<file path="config.mk">
export PLATFORM = sky130hd
export DESIGN_NAME = pwm_42
export DESIGN_NICKNAME = d
export VERILOG_FILES = /design/src/rtl/pwm_42_pkg.sv /design/src/rtl/pwm_42_prescaler.sv /design/src/rtl/pwm_42.sv
export SDC_FILE = /design/constraint.sdc
export NUM_CORES = 1
export LEC_CHECK = 0
export BUFFER_PORTS_ARGS = -buffer_cell sky130_fd_sc_hd__buf_2
export CAP_MARGIN = 20
export CORE_AREA = 10 10 47 49
export DETAILED_ROUTE_END_ITERATION = 8
export DIE_AREA = 0 0 57 59
export PLACE_DENSITY = 0.67
export SLEW_MARGIN = 20
export SYNTH_ARGS = -nofsm -noshare
export SYNTH_HDL_FRONTEND = slang
export SYNTH_SLANG_ARGS = --single-unit
</file>
<file path="constraint.sdc">
create_clock -name CLK -period 2.72 [get_ports CLK]
set_input_delay 0.408 -clock CLK [delete_from_list [all_inputs] [get_ports CLK]]
set_output_delay 0.408 -clock CLK [all_outputs]
set_load 0.02 [all_outputs]
</file>
<file path="src/rtl/pwm_42_pkg.sv">
// Shared types and constants for the pwm_42 phase-leg PWM generator.
package pwm_42_pkg;

  localparam int DUTY_W       = 4;
  localparam int PERIOD_TICKS = 15;
  localparam int CNT_MAX      = PERIOD_TICKS - 1;

  typedef logic [DUTY_W-1:0] duty_t;
  typedef logic [3:0]        cnt_t;

  typedef enum logic {
    ST_IDLE = 1'b0,
    ST_RUN  = 1'b1
  } run_state_t;

  // Output level for a given (next) state: high while the tick counter is below the duty code.
  function automatic logic pwm_level(input logic run, input cnt_t cnt, input duty_t duty);
    return run && (cnt < duty);
  endfunction

endpackage

</file>
<file path="src/rtl/pwm_42_prescaler.sv">
// Clock prescaler: tick is high on the last clock of each PRESCALE-clock group.
module pwm_42_prescaler #(
  parameter int unsigned PRESCALE = 1
) (
  input  logic CLK,
  input  logic RST_N,
  input  logic clr,
  output logic tick,
  output logic tick_next
);

  localparam int unsigned PW = (PRESCALE > 1) ? $clog2(PRESCALE) : 1;
  localparam logic [PW-1:0] LAST = PW'(PRESCALE - 1);

  logic [PW-1:0] count_q;
  logic [PW-1:0] count_n;

  always_comb begin
    count_n = count_q + 1'b1;
    if (clr || (count_q == LAST)) count_n = '0;
  end

  always_ff @(posedge CLK or negedge RST_N) begin
    if (!RST_N) count_q <= '0;
    else        count_q <= count_n;
  end

  // tick_next lets the owner register outputs that depend on the tick of the following clock.
  assign tick      = (count_q == LAST);
  assign tick_next = (count_n == LAST);

endmodule

</file>
<file path="src/rtl/pwm_42.sv">
// 4-bit duty PWM for one BLDC phase leg: 15-tick period, registered P and period-end strobe X.
module pwm_42
  import pwm_42_pkg::*;
#(
  parameter int unsigned PRESCALE = 1
) (
  input  logic  CLK,
  input  logic  RST_N,
  input  duty_t D,
  input  logic  E,
  output logic  P,
  output logic  X
);

  run_state_t state_q, state_n;
  cnt_t       cnt_q, cnt_n;
  duty_t      duty_q, duty_n;
  logic       p_q, p_n;
  logic       x_q, x_n;
  logic       tick, tick_next, clr, run_n;

  pwm_42_prescaler #(.PRESCALE(PRESCALE)) u_prescaler (
    .CLK       (CLK),
    .RST_N     (RST_N),
    .clr       (clr),
    .tick      (tick),
    .tick_next (tick_next)
  );

  always_comb begin
    state_n = state_q;
    cnt_n   = cnt_q;
    duty_n  = duty_q;
    if (!E) begin
      state_n = ST_IDLE;
      cnt_n   = '0;
      duty_n  = D;
    end else begin
      case (state_q)
        ST_IDLE: begin
          state_n = ST_RUN;
          cnt_n   = '0;
          duty_n  = D;
        end
        ST_RUN: begin
          // Duty only reloads at the wrap so a mid-period D change never makes a runt pulse.
          if (tick) begin
            if (cnt_q == cnt_t'(CNT_MAX)) begin
              cnt_n  = '0;
              duty_n = D;
            end else begin
              cnt_n = cnt_q + 1'b1;
            end
          end
        end
        default: begin
          state_n = ST_IDLE;
          cnt_n   = '0;
          duty_n  = D;
        end
      endcase
    end
  end

  // Prescaler restarts from zero while idle and on the starting edge.
  assign clr   = (state_q != ST_RUN) || (state_n != ST_RUN);
  assign run_n = (state_n == ST_RUN);

  always_comb begin
    p_n = pwm_level(run_n, cnt_n, duty_n);
    x_n = run_n && (cnt_n == cnt_t'(CNT_MAX)) && tick_next;
  end

  always_ff @(posedge CLK or negedge RST_N) begin
    if (!RST_N) begin
      state_q <= ST_IDLE;
      cnt_q   <= '0;
      duty_q  <= '0;
      p_q     <= 1'b0;
      x_q     <= 1'b0;
    end else begin
      state_q <= state_n;
      cnt_q   <= cnt_n;
      duty_q  <= duty_n;
      p_q     <= p_n;
      x_q     <= x_n;
    end
  end

  assign P = p_q;
  assign X = x_q;

endmodule

</file>
Yosys cells after proc, flatten, opt, wreduce, memory -nomap -nowiden
Cells that the tools add are included.
{"block": "op_classes", "bitwise": 4, "n_reduce_logical": 5, "n_eq_ne": 2, "n_addsub": 2, "order_cmp": 1, "mux": 10}
{"op": "4-bit 2-to-1 mux", "count": 6}
{"op": "4-bit case mux with 2 select lines", "count": 2}
{"op": "4-bit == test (second input constant)", "count": 2}
{"op": "4-bit by 1-bit adder with 4-bit output (second input constant)", "count": 1}
{"op": "4-bit less-than comparator", "count": 1}
{"op": "1-bit inverter", "count": 4}
{"op": "1-bit logical AND", "count": 3}
{"op": "1-bit logical OR", "count": 2}
{"op": "1-bit 2-to-1 mux", "count": 2}
{"op": "1-bit adder (second input constant)", "count": 1}
{"block": "totals", "register_bits": 12, "in_bits": 7}

Logic depth before layout (Yosys ltp)
{"block": "logic_depth", "depth_word": 8, "ltp_mapped": 8}

Modules after synthesis
A second synthesis with hierarchy kept.
{"block": "hier_totals", "hier_cells": 58, "hier_area_um2": 669.4}
{"module": "pwm_42", "n_inst": 1, "cells_per_inst": 53, "area_each_um2": 625.6}
{"module": "pwm_42_prescaler", "n_inst": 1, "cells_per_inst": 5, "area_each_um2": 43.8}

Least setup slack after synthesis
Ideal clock, no wire load.
{"block": "synth_path", "kind": "flip-flop to flip-flop", "from": "reg u_prescaler.count_q", "to": "reg p_q, in the netlist P", "slack_ns": 0.765, "required_time_ns": 2.638, "path_stages_with_launch": 8, "path_buffers": 0, "period_less_slack_ns": 1.955, "arrival_time_ns": 1.873, "cell_sequence": "dfrtp_1 -> nand2b_4 -> or4b_2 -> a21oi_1 -> ha_1 -> inv_1 -> o21ai_0 -> o22ai_1"}
{"block": "synth_between", "elab_chain_cells": 5, "word_cells_on_any_way": 8, "cone_classes": "1 x order compare; 6 x mux; 1 x reduce/logical"}
{"item": "from (decl)", "line_no": "pwm_42_prescaler.sv:15", "source": "logic [PW-1:0] count_q;"}
{"item": "from (signal assigned)", "line_no": "pwm_42_prescaler.sv:25", "source": "else count_q <= count_n;"}
{"item": "4-bit 2-to-1 mux", "line_no": "pwm_42.sv:47", "source": "if (tick) begin"}
{"item": "4-bit case mux with 2 select lines", "line_no": "pwm_42.sv:39", "source": "case (state_q)"}
{"item": "4-bit 2-to-1 mux", "line_no": "pwm_42.sv:34", "source": "if (!E) begin"}
{"item": "via cnt_n[3]", "line_no": "pwm_42.sv:16", "source": "cnt_t cnt_q, cnt_n;"}
{"item": "4-bit less-than comparator", "line_no": "pwm_42_pkg.sv:18", "source": "return run && (cnt < duty);"}
{"item": "1-bit logical AND", "line_no": "pwm_42_pkg.sv:18"}
{"item": "via p_n", "line_no": "pwm_42.sv:18", "source": "logic p_q, p_n;"}
{"item": "to (signal assigned)", "line_no": "pwm_42.sv:85", "source": "p_q <= p_n;"}
{"item": "to (decl)", "line_no": "pwm_42.sv:18"}
The timed path passes the listed nets, and every way through them passes these cells.

Final worst setup path
{"block": "layout_path", "from": "reg u_prescaler.count_q", "to": "reg p_q, in the netlist P"}
{"block": "layout_between", "elab_chain_cells": 5, "word_cells_on_any_way": 8, "cone_classes": "1 x order compare; 6 x mux; 1 x reduce/logical"}
{"item": "4-bit 2-to-1 mux", "line_no": "pwm_42.sv:47"}
{"item": "4-bit case mux with 2 select lines", "line_no": "pwm_42.sv:39"}
{"item": "4-bit 2-to-1 mux", "line_no": "pwm_42.sv:34"}
{"item": "4-bit less-than comparator *", "line_no": "pwm_42_pkg.sv:18"}
{"item": "1-bit logical AND *", "line_no": "pwm_42_pkg.sv:18"}
{"item": "via p_n", "line_no": "pwm_42.sv:18"}
Mark *: on every way through the listed nets, which the timed path passes. The rest lies on a longest branch.

==> key figures <==
Clock network
  – Post-CTS Setup Bufs: 0
  – # H-tree levels: 1
  – Clk pin slew, worst setup/hold paths: 0.08 ns
  – Clock buffer depth: 2
  – Cts hold-fix bufs: 0
  – Post-cts sizing count: 0
  – CTS Root Cell: clkbuf_4
  – Number of CTS-inserted buffers: 3
  – Sink Count: 12
  – Clock latency on the worst-skew pair: between 0.2 and 0.3 ns
  – CTS tree: yes

Detailed routing
  – Drt initial violations: 8
  – Wire per inst: 13.94 µm
  – Initial DRT Pass Iterations: 4
  – Via-per-instance ratio: 5.550
  – Routed Antenna Nets: 0
  – Via count: 444
  – Drt drc: 0
  – Routed WL: 1115 µm

Worst setup path
  – Slowest Stage Delay on Critical Path: around 0.5 ns
  – Reg2reg end: P
  – Buf+Inv Stages, Crit Path: 0
  – Setup crit end kind: flop
  – Worst path slowest cell: o311ai_4
  – Critical R2R Launch: u_prescaler.count_q
  – Critical Path Source Type: flop
  – CP max FO: 8
  – Critical Path AT: 2.35 ns
  – Register-to-register setup slack: 0.56 ns
  – FF-to-FF path depth: 7
  – WS Path Type: reg2reg
  – Cells along the critical path: nand2b_4 > o311ai_4 > mux2i_1 > ha_1 > a21oi_1 > o21ai_0 > o22ai_1
  – Critical path's top delay family: compound AO/OA/AOI/OAI gates
  – CP required: 2.91 ns

Placement
  – Final HPWL DP: 869.3 µm
  – Final Wtd Congestion: around 0.82
  – Port Buffers: 8
  – Placed Instances: 76

Synth
  – Synth Register Bits: 12
  – Synth warn: 0
  – Synth Cell Area: 624.3 µm²
  – Post-Syn Nets: between 60 and 70
  – Post-Syn Instances: 53
  – Avg Inst Size Synth: 11.78 µm²
  – Post-synthesis sequential area ratio: slightly below 50%
  – Yosys cell types: 22

Final layout
  – Final cell count without fillers: 80
  – Ant diodes: 0
  – Area delta synth->final: 14.63%
  – Nets: 75
  – Seq. cell area: 300.3 µm²
  – Commonest non-fill, non-tap cells in the layout: dfrtp_1 (12), buf_2 (8), mux2_2 (4), a21oi_1 (4)
  – Area taken by multi-input logic gates: 311.5 µm²
  – Share of layout cells above drive strength 1: 31.25%
  – Commonest non-fill, non-tap cell in the layout: dfrtp_1
  – # fillers: about 120

Floorplanning
  – Core ar.: 0.001401 mm²
  – Die height: just under 60 µm
  – Rows: 14
  – Io pins: 9
  – Die area: ~0.0034 mm²
  – Die X: 57 µm
  – Starting Density: roughly 45%

Timing
  – Setup tns final: 0 ns
  – Slew Limit Fails: 0
  – Fin crit share: 79.32%
  – Max Fclk: 0.4635 GHz
  – Slew headroom: 66.46%
  – Clock skew: ~0.0036 ns
  – Worst Tran Pin Value: 0.5018 ns
  – Final setup vio count: 0
  – Hold WS: -0.003784 ns
  – Tmin final: 2.158 ns
  – RSZ-0062 raised after global routing: no
  – Final Hold Vio Count: 7

Status
  – Failing checks: negative hold slack
  – Run status: finished with violations

Worst hold path
  – Min-delay worst type: in2async

Power
  – Clock power frac: 37.4%
  – Fraction of power consumed by sequential logic: ~52%
  – Pint: between 0.0002 and 0.0003 W
  – Power share of the combinational group: roughly 11%
  – Switching Power: 0.00008727 W
  – Worst IR Drop VDD: 0.0003807 V
  – Switching share of power: 23.23%
  – Static Leak: 0.3263 nW
  – Pwr/cell area: 524.8 mW/mm²

GRT
  – Initial antenna violation count: 0
  – Vias in the first global route: 429
  – Total congestion overflow: 0
  – Global-route wire length before repair: 1849 µm
  – All-Layer GR Usage: 7.071%
  – Largest net degree at the start of global routing: 13

Run
  – Max Cap Viol: 0
worst max path at each step:
stage / startpoint / end / slack, ns / cells after the start
finish: u_prescaler.count_q / P / 0.56 / 7
CTS: u_prescaler.count_q / P / 0.57 / 7
floorplan: u_prescaler.count_q / P / 0.77 / 7
global route: u_prescaler.count_q / P / 0.43 / 7
detailed placement: u_prescaler.count_q / P / 0.61 / 7
global placement: u_prescaler.count_q / P / 0.63 / 7
area by class of cell:
class                   instances  share of cell area [%]
inverters                       2                   1.049
multi-input cells              38                   43.53
repair buffers                  8                   5.594
flip-flops and latches         12                   41.96
well taps                      16                   2.797
clock buffers                   4                   5.070
cells by family (layout without fill, tap and decap cells):
family / count (synthesis) / count (layout) / synth area share, %
compound gates: 14 / 14 / 17.64
flops: 12 / 12 / 48.10
simple gates: 11 / 11 / 10.82
mux: 7 / 7 / 12.02
fa+ha+maj: 3 / 3 / 6.013
buf+inv: 3 / 14 / 2.004
xor+xnor: 2 / 2 / 2.806
other cells: 1 / 1 / 0.6006
cells in the mapped netlist:
cell,n,area [µm²]
o311a_2,1,11.26
nor2_1,3,11.26
inv_1,2,7.510
o211ai_1,2,15.01
mux2i_1,3,30.03
a41oi_1,1,8.760
nand2b_4,1,13.76
a211oi_1,1,7.510
ha_1,3,37.54
o22ai_1,1,6.260
a21oi_1,4,20.02
dfrtp_1,12,300.3
o21ai_0,3,15.01
xor2_1,2,17.52
nor2b_1,1,6.260
buf_2,1,5.000
conb_1,1,3.750
nand3b_1,2,15.01
o311ai_4,1,26.28
mux2_2,4,45.04
or4b_2,1,10.01
nand2_1,3,11.26
per-stage QoR:
stage                     area [µm²]  power (W)  hold WS (ns)  worst slack, ns  util, %
after floorplan                624.3  0.0002232        0.1124           0.7651        -
after global placement         679.4  0.0002386        0.3009           0.6336    48.48
after detailed placement       679.4  0.0002391        0.3026           0.6122    48.48
after CTS                      715.7  0.0003816      0.001789           0.5747    51.07
after global routing           715.7  0.0003982     0.0009602           0.4339    51.07
final                          715.7  0.0003756     -0.003784           0.5625    51.07
sequential cells by signal, summed over array words and instances, names as in the netlist:
signal	cells
P	1
u_prescaler.count_q	1
cnt_q	4
X	1
duty_q	4
state_q	1
per-layer routing:
metal	global-route usage [%]	up-vias	part of all wire, %
li1	-	220	-
met1	8.791	210	44
met2	8.992	10	47
met3	3.004	4	5.6
met4	6.040	0	2.7
met5	0	-	0
power groups by stage:
stage / combinational, W / clock, W / sequential [W]
floorplan: 0.0000263 / 0 / 0.000197
global placement: 0.0000406 / 0 / 0.000198
detailed placement: 0.0000409 / 0 / 0.000198
CTS: 0.0000412 / 0.000146 / 0.000195
global route: 0.0000449 / 0.000157 / 0.000196
finish: 0.0000407 / 0.000140 / 0.000195
(Power assumes the default switching activity.)
